### config.mk
export PLATFORM = sky130hd
export DESIGN_NAME = inst_fetch
export DESIGN_NICKNAME = d
export VERILOG_FILES = /design/src/rtl/inst_fetch_pkg.sv /design/src/rtl/inst_fetch.sv
export SDC_FILE = /design/constraint.sdc
export NUM_CORES = 1
export LEC_CHECK = 0
export ABC_AREA = 1
export BUFFER_PORTS_ARGS = -buffer_cell sky130_fd_sc_hd__buf_2
export CAP_MARGIN = 15
export CORE_UTILIZATION = 35
export CTS_CLUSTER_DIAMETER = 100
export CTS_CLUSTER_SIZE = 16
export DETAILED_ROUTE_END_ITERATION = 16
export SLEW_MARGIN = 10
export SYNTH_ARGS = -nofsm -noshare
export SYNTH_HDL_FRONTEND = slang
export SYNTH_SLANG_ARGS = --single-unit
### constraint.sdc
create_clock -name clk -period 18.4 [get_ports clk]
set_input_delay 1.84 -clock clk [delete_from_list [all_inputs] [get_ports clk]]
set_output_delay 1.84 -clock clk [all_outputs]
set_load 0.01 [all_outputs]
### src/rtl/inst_fetch_pkg.sv
// Shared widths, constants and IF-stage state encodings for the naive-mips fetch stage.
package inst_fetch_pkg;

  localparam int unsigned InstAddrBus = 32;
  localparam int unsigned InstBus     = 32;

  localparam logic [InstBus-1:0] ZeroWord = '0;

  typedef enum logic [1:0] {
    IfFetch = 2'd0,
    IfHold  = 2'd1,
    IfDrain = 2'd2
  } if_state_e;

endpackage

### src/rtl/inst_fetch.sv
// Instruction-fetch stage: owns the PC, runs the req/ack handshake to instruction memory,
// and holds one skid entry so a response landing during a stall is never lost.
module inst_fetch
  import inst_fetch_pkg::*;
#(
  parameter logic [InstAddrBus-1:0] RESET_PC = ZeroWord
) (
  input  logic                   clk,
  input  logic                   rst,
  input  logic                   stall,
  input  logic                   branch_flag,
  input  logic [InstAddrBus-1:0] branch_target,
  output logic                   inst_req,
  output logic [InstAddrBus-1:0] inst_addr,
  input  logic                   inst_ack,
  input  logic [InstBus-1:0]     inst_rdata,
  output logic [InstAddrBus-1:0] if_pc,
  output logic [InstBus-1:0]     if_inst,
  output logic                   if_valid
);

  if_state_e              st_q, st_d;
  logic [InstAddrBus-1:0] pc_q, pc_d;
  logic [InstAddrBus-1:0] req_addr_q, req_addr_d;
  logic                   out_q, out_d;
  logic                   kill_q, kill_d;
  logic [InstAddrBus-1:0] if_pc_q, if_pc_d;
  logic [InstBus-1:0]     if_inst_q, if_inst_d;
  logic                   if_valid_q, if_valid_d;
  logic [InstAddrBus-1:0] sk_pc_q, sk_pc_d;
  logic [InstBus-1:0]     sk_inst_q, sk_inst_d;
  logic                   sk_valid_q, sk_valid_d;

  always_comb begin
    st_d       = st_q;
    pc_d       = pc_q;
    kill_d     = kill_q;
    if_pc_d    = if_pc_q;
    if_inst_d  = if_inst_q;
    if_valid_d = if_valid_q;
    sk_pc_d    = sk_pc_q;
    sk_inst_d  = sk_inst_q;
    sk_valid_d = sk_valid_q;
    inst_req   = 1'b0;
    // While draining, the abandoned request's address must stay on the bus until its ack.
    inst_addr  = kill_q ? req_addr_q : pc_q;

    unique case (st_q)
      IfFetch: begin
        inst_req = out_q | (~stall & ~sk_valid_q);
        if (stall) begin
          if (inst_ack) begin
            sk_pc_d    = inst_addr;
            sk_inst_d  = inst_rdata;
            sk_valid_d = 1'b1;
            pc_d       = inst_addr + 32'd4;
            st_d       = IfHold;
          end
        end else begin
          if_pc_d    = ZeroWord;
          if_inst_d  = ZeroWord;
          if_valid_d = 1'b0;
          if (branch_flag) begin
            // Delay slot already went down the pipe; the sequential fetch is squashed.
            pc_d = branch_target;
            if (inst_req && !inst_ack) begin
              kill_d = 1'b1;
              st_d   = IfDrain;
            end
          end else if (inst_ack) begin
            if_pc_d    = inst_addr;
            if_inst_d  = inst_rdata;
            if_valid_d = 1'b1;
            pc_d       = inst_addr + 32'd4;
          end
        end
      end
      IfHold: begin
        if (!stall) begin
          if (branch_flag) begin
            pc_d       = branch_target;
            if_pc_d    = ZeroWord;
            if_inst_d  = ZeroWord;
            if_valid_d = 1'b0;
          end else begin
            if_pc_d    = sk_pc_q;
            if_inst_d  = sk_inst_q;
            if_valid_d = sk_valid_q;
          end
          sk_valid_d = 1'b0;
          st_d       = IfFetch;
        end
      end
      IfDrain: begin
        inst_req = 1'b1;
        if (!stall) begin
          if_pc_d    = ZeroWord;
          if_inst_d  = ZeroWord;
          if_valid_d = 1'b0;
          if (branch_flag) pc_d = branch_target;
        end
        if (inst_ack) begin
          kill_d = 1'b0;
          st_d   = IfFetch;
        end
      end
      default: st_d = IfFetch;
    endcase

    if (rst) inst_req = 1'b0;
  end

  assign out_d      = inst_req & ~inst_ack;
  assign req_addr_d = inst_addr;

  always_ff @(posedge clk or posedge rst) begin
    if (rst) begin
      st_q       <= IfFetch;
      pc_q       <= RESET_PC;
      req_addr_q <= RESET_PC;
      out_q      <= 1'b0;
      kill_q     <= 1'b0;
      if_pc_q    <= ZeroWord;
      if_inst_q  <= ZeroWord;
      if_valid_q <= 1'b0;
      sk_pc_q    <= ZeroWord;
      sk_inst_q  <= ZeroWord;
      sk_valid_q <= 1'b0;
    end else begin
      st_q       <= st_d;
      pc_q       <= pc_d;
      req_addr_q <= req_addr_d;
      out_q      <= out_d;
      kill_q     <= kill_d;
      if_pc_q    <= if_pc_d;
      if_inst_q  <= if_inst_d;
      if_valid_q <= if_valid_d;
      sk_pc_q    <= sk_pc_d;
      sk_inst_q  <= sk_inst_d;
      sk_valid_q <= sk_valid_d;
    end
  end

  assign if_pc    = if_pc_q;
  assign if_inst  = if_inst_q;
  assign if_valid = if_valid_q;

endmodule

* Word level (Yosys, flattened, before mapping) *
Index checks and enable logic that the tools add are counted.

cells by class
  add/subtract/negate cells = 1
  $mul = 0
  divide/modulo/power cells = 0
  order comparisons = 0
  equality and inequality tests = 15
  shifts and indexed selects = 0
  muxes and demuxes = 44
  bitwise gates (word level) = 6
  reduce and logical (&&, ||, !) cells = 14

operator list
  cell                   count
  $mux 32                17
  $pmux 32 s3            2
  $pmux 32 s2            1
  $add 32x3->32 const B  1
  $ne 2x2->1 const B     9
  $mux 1                 13
  $mux 2                 6
  $reduce_and 5->1       2
  $ne 3x3->1 const B     3
  $reduce_and 4->1       2
  $pmux 1 s2             3
  $pmux 2 s3             1
  $reduce_and 3->1       2
  $reduce_bool 2->1      3
  $not 1->1              3
  $pmux 1 s3             1
  $reduce_bool 3->1      1
  $and 1x1->1            2
  $eq 2x1->1 const B     1
  $eq 2x2->1 const B     1
  $logic_not 2->1        1
  $ne 2x1->1 const B     1
  $reduce_or 2->1        1
  $logic_and 1x1->1      1
  2 further kinds        2

storage, ports and cells
  flip-flop bits (word level) = 198
  latch bits = 0
  bits in writable memories = 0
  ROM bits = 0
  input bits = 69
  output and inout bits = 98
  logic and storage cells = 91
  memories = 0

* Longest topological paths before layout *
  word-level depth = 8
  depth in mapped cells = 14
  mapped depth without buffers = 13

* Worst setup path before layout *
Ideal clock, no wire load.

  path type = input to output
  start point = in rst
  end point = out inst_req
  data arrival time = 6464 ps
  required time = 16560 ps
  path slack = 10096 ps
  stages on the path = 3
  buffers on the path = 0
  path through = inv_1 nand2_1 inv_1

on the way
  word-level cells in the longest chain between the ends = 1

ends and longest elaborated chain
  what         RTL line           RTL
  from (decl)  inst_fetch.sv:9    input logic rst,
  $mux 1       inst_fetch.sv:110  if (rst) inst_req = 1'b0;
  to (decl)    inst_fetch.sv:13   output logic inst_req,

No other way between the ends.

* Worst setup path after layout *
  start point = reg kill_q
  end point = out inst_addr[31]

on the way
  word-level cells in the longest chain between the ends = 1

ends and longest elaborated chain
  what                    RTL line           RTL
  from (decl)             inst_fetch.sv:26   logic kill_q, kill_d;
  from (signal assigned)  inst_fetch.sv:134  kill_q <= kill_d;
  $mux 32                 inst_fetch.sv:46   inst_addr = kill_q ? req_addr_q : pc_q;
  to (decl)               inst_fetch.sv:14   output logic [InstAddrBus-1:0] inst_addr,

No other way between the ends.

==> results by group <==
Outcome
  • Outcome: complete, no violations

Global route
  • Number of antenna violations at the first check in global routing: 4
  • First-pass GRT wire length: 45380 um
  • Via count of the first global-routing pass: roughly 8.4k
  • Total gr overflow: 0
  • Total track usage: 19.93%
  • Largest net degree at the start of global routing: 99

Routing
  • Routed wire length: 27800 um
  • Number of design rule violations left after detail routing: 0
  • Antenna-violating nets left: 0
  • Number of vias per cell: 4.897
  • Wire per inst: 15.69 um
  • First DRT Iteration DRCs: around 670
  • Number of vias in the routed layout: 8677
  • Detailed-router iteration count before antenna repair: 5

Synth
  • Count of cell types in the netlist: 42
  • Synthesized netlist cell count: approximately 1.3k
  • Number of flip-flops and latches in the synthesized netlist: a little under 200
  • Nets in the synthesized netlist: about 1.3k
  • Synthesis warning total: 0
  • Mean post-synth cell area: approximately 8 um^2
  • Register area share after synthesis: 49.44%
  • Cell area after technology mapping: 10020 um^2

Floorplan
  • Effective utilization at floorplan: 35.78%
  • Core Footprint: between 20000 and 30000 um^2
  • Number of placed I/O pins: 167
  • Floorplan die width: 171.2 um
  • Die area: just under 30000 um^2
  • Die boundary height: 171.2 um
  • Cell Rows: just over 60

STA
  • Unrepaired setup endpoints after global routing: no
  • Relative slew slack: 28.18%
  • Final worst setup slack: 13.54 ns
  • Final setup vio count: 0
  • Slew of the pin with the lowest slew margin: 1.077 ns
  • Fmax: 205.9 MHz
  • Minimum period implied by the final worst setup slack: 4.856 ns
  • Setup TNS Final: 0 ns
  • Final-report max-slew violation count: 0
  • Hold Fails Final Rpt: 0
  • Final worst clock skew: approximately 0.011 ns
  • Fin crit share: 26.39%

Worst hold path
  • Worst min path class: reg -> reg
  • Beginning of the worst hold path: if_valid
  • WHS Path Cells: 2

Layout
  • Count of nets after finishing: between 1k and 1.5k
  • Summed area of non-filler cells in the final layout: 11710 um^2
  • Area growth from synthesis to final layout: 16.79%
  • Final core utilization: 41.79%
  • Fillers: 2886
  • Share of final-layout standard cells stronger than drive strength 1: 21.55%

Clock tree
  • Clock latency at the later pin of the worst-skew pair: 0.44 ns
  • Clock-pin transition on the worst setup and hold timing paths: ~0.07 ns
  • Number of H-tree levels: 4
  • Max Root-Sink Buffers: 2
  • Cts repair resizes: 0
  • Root cell of the clock tree: sky130_fd_sc_hd__clkbuf_16
  • Hold-fix buffers at CTS: 0
  • Setup fix buffers added after clock tree synthesis: 0
  • CTS Sinks: about 200
  • Number of buffers created by CTS: 17
  • TritonCTS clock tree: built

Setup path
  • Element type at the critical path start: flop
  • Arrival time of data at the critical path endpoint: 3.02 ns
  • Worst-path maximum fanout: 38
  • Number of cells on the worst reg-to-reg path: 12
  • Launch point of the worst path: kill_q
  • Reg2Reg Launch Point: kill_q
  • Critical Setup Path Class: reg -> out
  • Crit path required time: about 17 ns
  • Critical path capture point type: output port

Placement
  • Post-detailed-placement cell area: roughly 11000 um^2
  • Weighted congestion at the end of routability-driven global placement: about 0.86
  • Number of buffers added on ports: ~170
  • Worst slack at placement: 13.74 ns
  • Detailed-placement wirelength estimate: 17740 um

Flow run
  • Max-Cap Viols: 0

Power and ir drop
  • Worst VDD drop: 0.09975 mV
  • Post-layout power: 2.253 mW
  • Cell leakage power: 5.690 nW
  • Ratio of total power to cell area: 192.5 nW/um^2
metrics by stage:
stage	instances	hold slack (ns)
3_5_place_dp	1740	0.4581
6_report	1772	0.4719
3_3_place_gp	1740	0.4531
2_1_floorplan	1258	0.4420
4_1_cts	1770	0.4762
5_1_grt	1770	0.4932
worst max-delay path: stages (launching register included):
cell                      delay [ns]
sky130_fd_sc_hd__dfrtp_2        1.08
sky130_fd_sc_hd__inv_2          0.55
sky130_fd_sc_hd__or2_2          0.42
sky130_fd_sc_hd__o21ai_0        0.16
sky130_fd_sc_hd__inv_1          0.17
sky130_fd_sc_hd__buf_2          0.20
where the power goes:
| part | switching, mW | total, mW | leakage (nW) | internal (mW) |
|---|---|---|---|---|
| Combinational | 0.745 | 1.09 | 2.92 | 0.348 |
| Sequential | 0.113 | 0.754 | 2.47 | 0.641 |
| Clock | 0.173 | 0.405 | 0.294 | 0.232 |
Yosys cell counts, drive strengths merged:
library cell	number	share of area, %
clkinv	1	0.037
nor4b	1	0.087
a21oi	96	5.0
nand4	34	2.1
o22ai	6	0.37
a31oi	30	1.9
ha	5	0.62
o21a	1	0.15
nor2	121	5.4
buf	25	1.7
nand2	404	17
nor4	1	0.062
o211ai	1	0.075
o21ai	94	4.8
xor2	6	0.52
a32oi	1	0.087
inv	120	4.5
dfrtp	198	49
xnor2	1	0.087
a2bb2oi	2	0.17
clkbuf	46	1.7
or2	1	0.062
nand3	40	2.0
nor3	3	0.15
and2	1	0.062
a22oi	9	0.77
a21boi	10	0.75
per-layer routing:
| metal | up-vias | GRT usage, % | share of wire (%) |
|---|---|---|---|
| li1 | 4303 | - | - |
| met1 | 4120 | 27.13 | 46 |
| met2 | 222 | 32.15 | 46 |
| met3 | 28 | 4.533 | 6.2 |
| met4 | 4 | 4.542 | 1.2 |
| met5 | - | 0 | 0.083 |
final cells by class:
type	count	area (um^2)	share of cell area [%]
clock inverters	10	170.2	1.454
repair buffers	175	898.4	7.675
inverters	121	461.7	3.944
multi-input cells	868	4294	36.69
clock buffers	20	446.7	3.816
well taps	378	473.0	4.041
flip-flops and latches	198	4956	42.34
diodes	2	5.005	0.04276
cell usage in the layout, fill, tap and decap left out, types with 2 or more instances in the layout:
master                       instances
sky130_fd_sc_hd__a21boi_1           10
sky130_fd_sc_hd__a21oi_1            91
sky130_fd_sc_hd__a21oi_2             5
sky130_fd_sc_hd__a22oi_1             7
sky130_fd_sc_hd__a22oi_2             2
sky130_fd_sc_hd__a2bb2oi_1           2
sky130_fd_sc_hd__a31oi_1            30
sky130_fd_sc_hd__buf_2             166
sky130_fd_sc_hd__buf_4               9
sky130_fd_sc_hd__bufinv_16           4
sky130_fd_sc_hd__clkbuf_1            2
sky130_fd_sc_hd__clkbuf_16          17
sky130_fd_sc_hd__clkinvlp_4          2
sky130_fd_sc_hd__dfrtp_1           197
sky130_fd_sc_hd__diode_2             2
sky130_fd_sc_hd__ha_1                5
sky130_fd_sc_hd__inv_1             112
sky130_fd_sc_hd__inv_2               7
sky130_fd_sc_hd__inv_6               3
sky130_fd_sc_hd__nand2_1           352
sky130_fd_sc_hd__nand2_2            34
sky130_fd_sc_hd__nand2_4            18
sky130_fd_sc_hd__nand3_1            39
sky130_fd_sc_hd__nand4_1            34
sky130_fd_sc_hd__nor2_1             98
sky130_fd_sc_hd__nor2_2             14
sky130_fd_sc_hd__nor2_4              9
sky130_fd_sc_hd__nor3_1              2
sky130_fd_sc_hd__o21ai_0            76
sky130_fd_sc_hd__o21ai_1            16
sky130_fd_sc_hd__o22ai_1             6
sky130_fd_sc_hd__xor2_1              6
cells by family (layout without fill, tap and decap cells):
| logic type | Yosys count | in the layout | share of synthesized area [%] |
|---|---|---|---|
| buffers and inverters | 192 | 326 | 7.965 |
| AOI/OAI and AO/OA | 250 | 250 | 14.08 |
| other | 0 | 2 | 0 |
| and+or+nand+nor | 606 | 606 | 27.28 |
| adders and majority gates | 5 | 5 | 0.6242 |
| DFF | 198 | 198 | 49.44 |
| xor gates and xnor gates | 7 | 7 | 0.6117 |
worst paths after layout:
path                                 endpoint  slack [ns]
worst max-delay path            inst_addr[31]       13.54
min in group asynchronous        sk_inst_q[0]        1.49
worst min register to register       if_valid        0.47
worst min-delay path                 if_valid        0.47
worst max register to register       pc_q[28]       15.12
max in group asynchronous              kill_q       15.60
registers in the layout, summed over array words and instances (netlist names):
| name | count |
|---|---|
| if_inst | 32 |
| if_pc | 32 |
| if_valid | 1 |
| kill_q | 1 |
| out_q | 1 |
| pc_q | 32 |
| req_addr_q | 32 |
| sk_inst_q | 32 |
| sk_pc_q | 32 |
| sk_valid_q | 1 |
| st_q | 2 |
(Power assumes the default switching activity.)
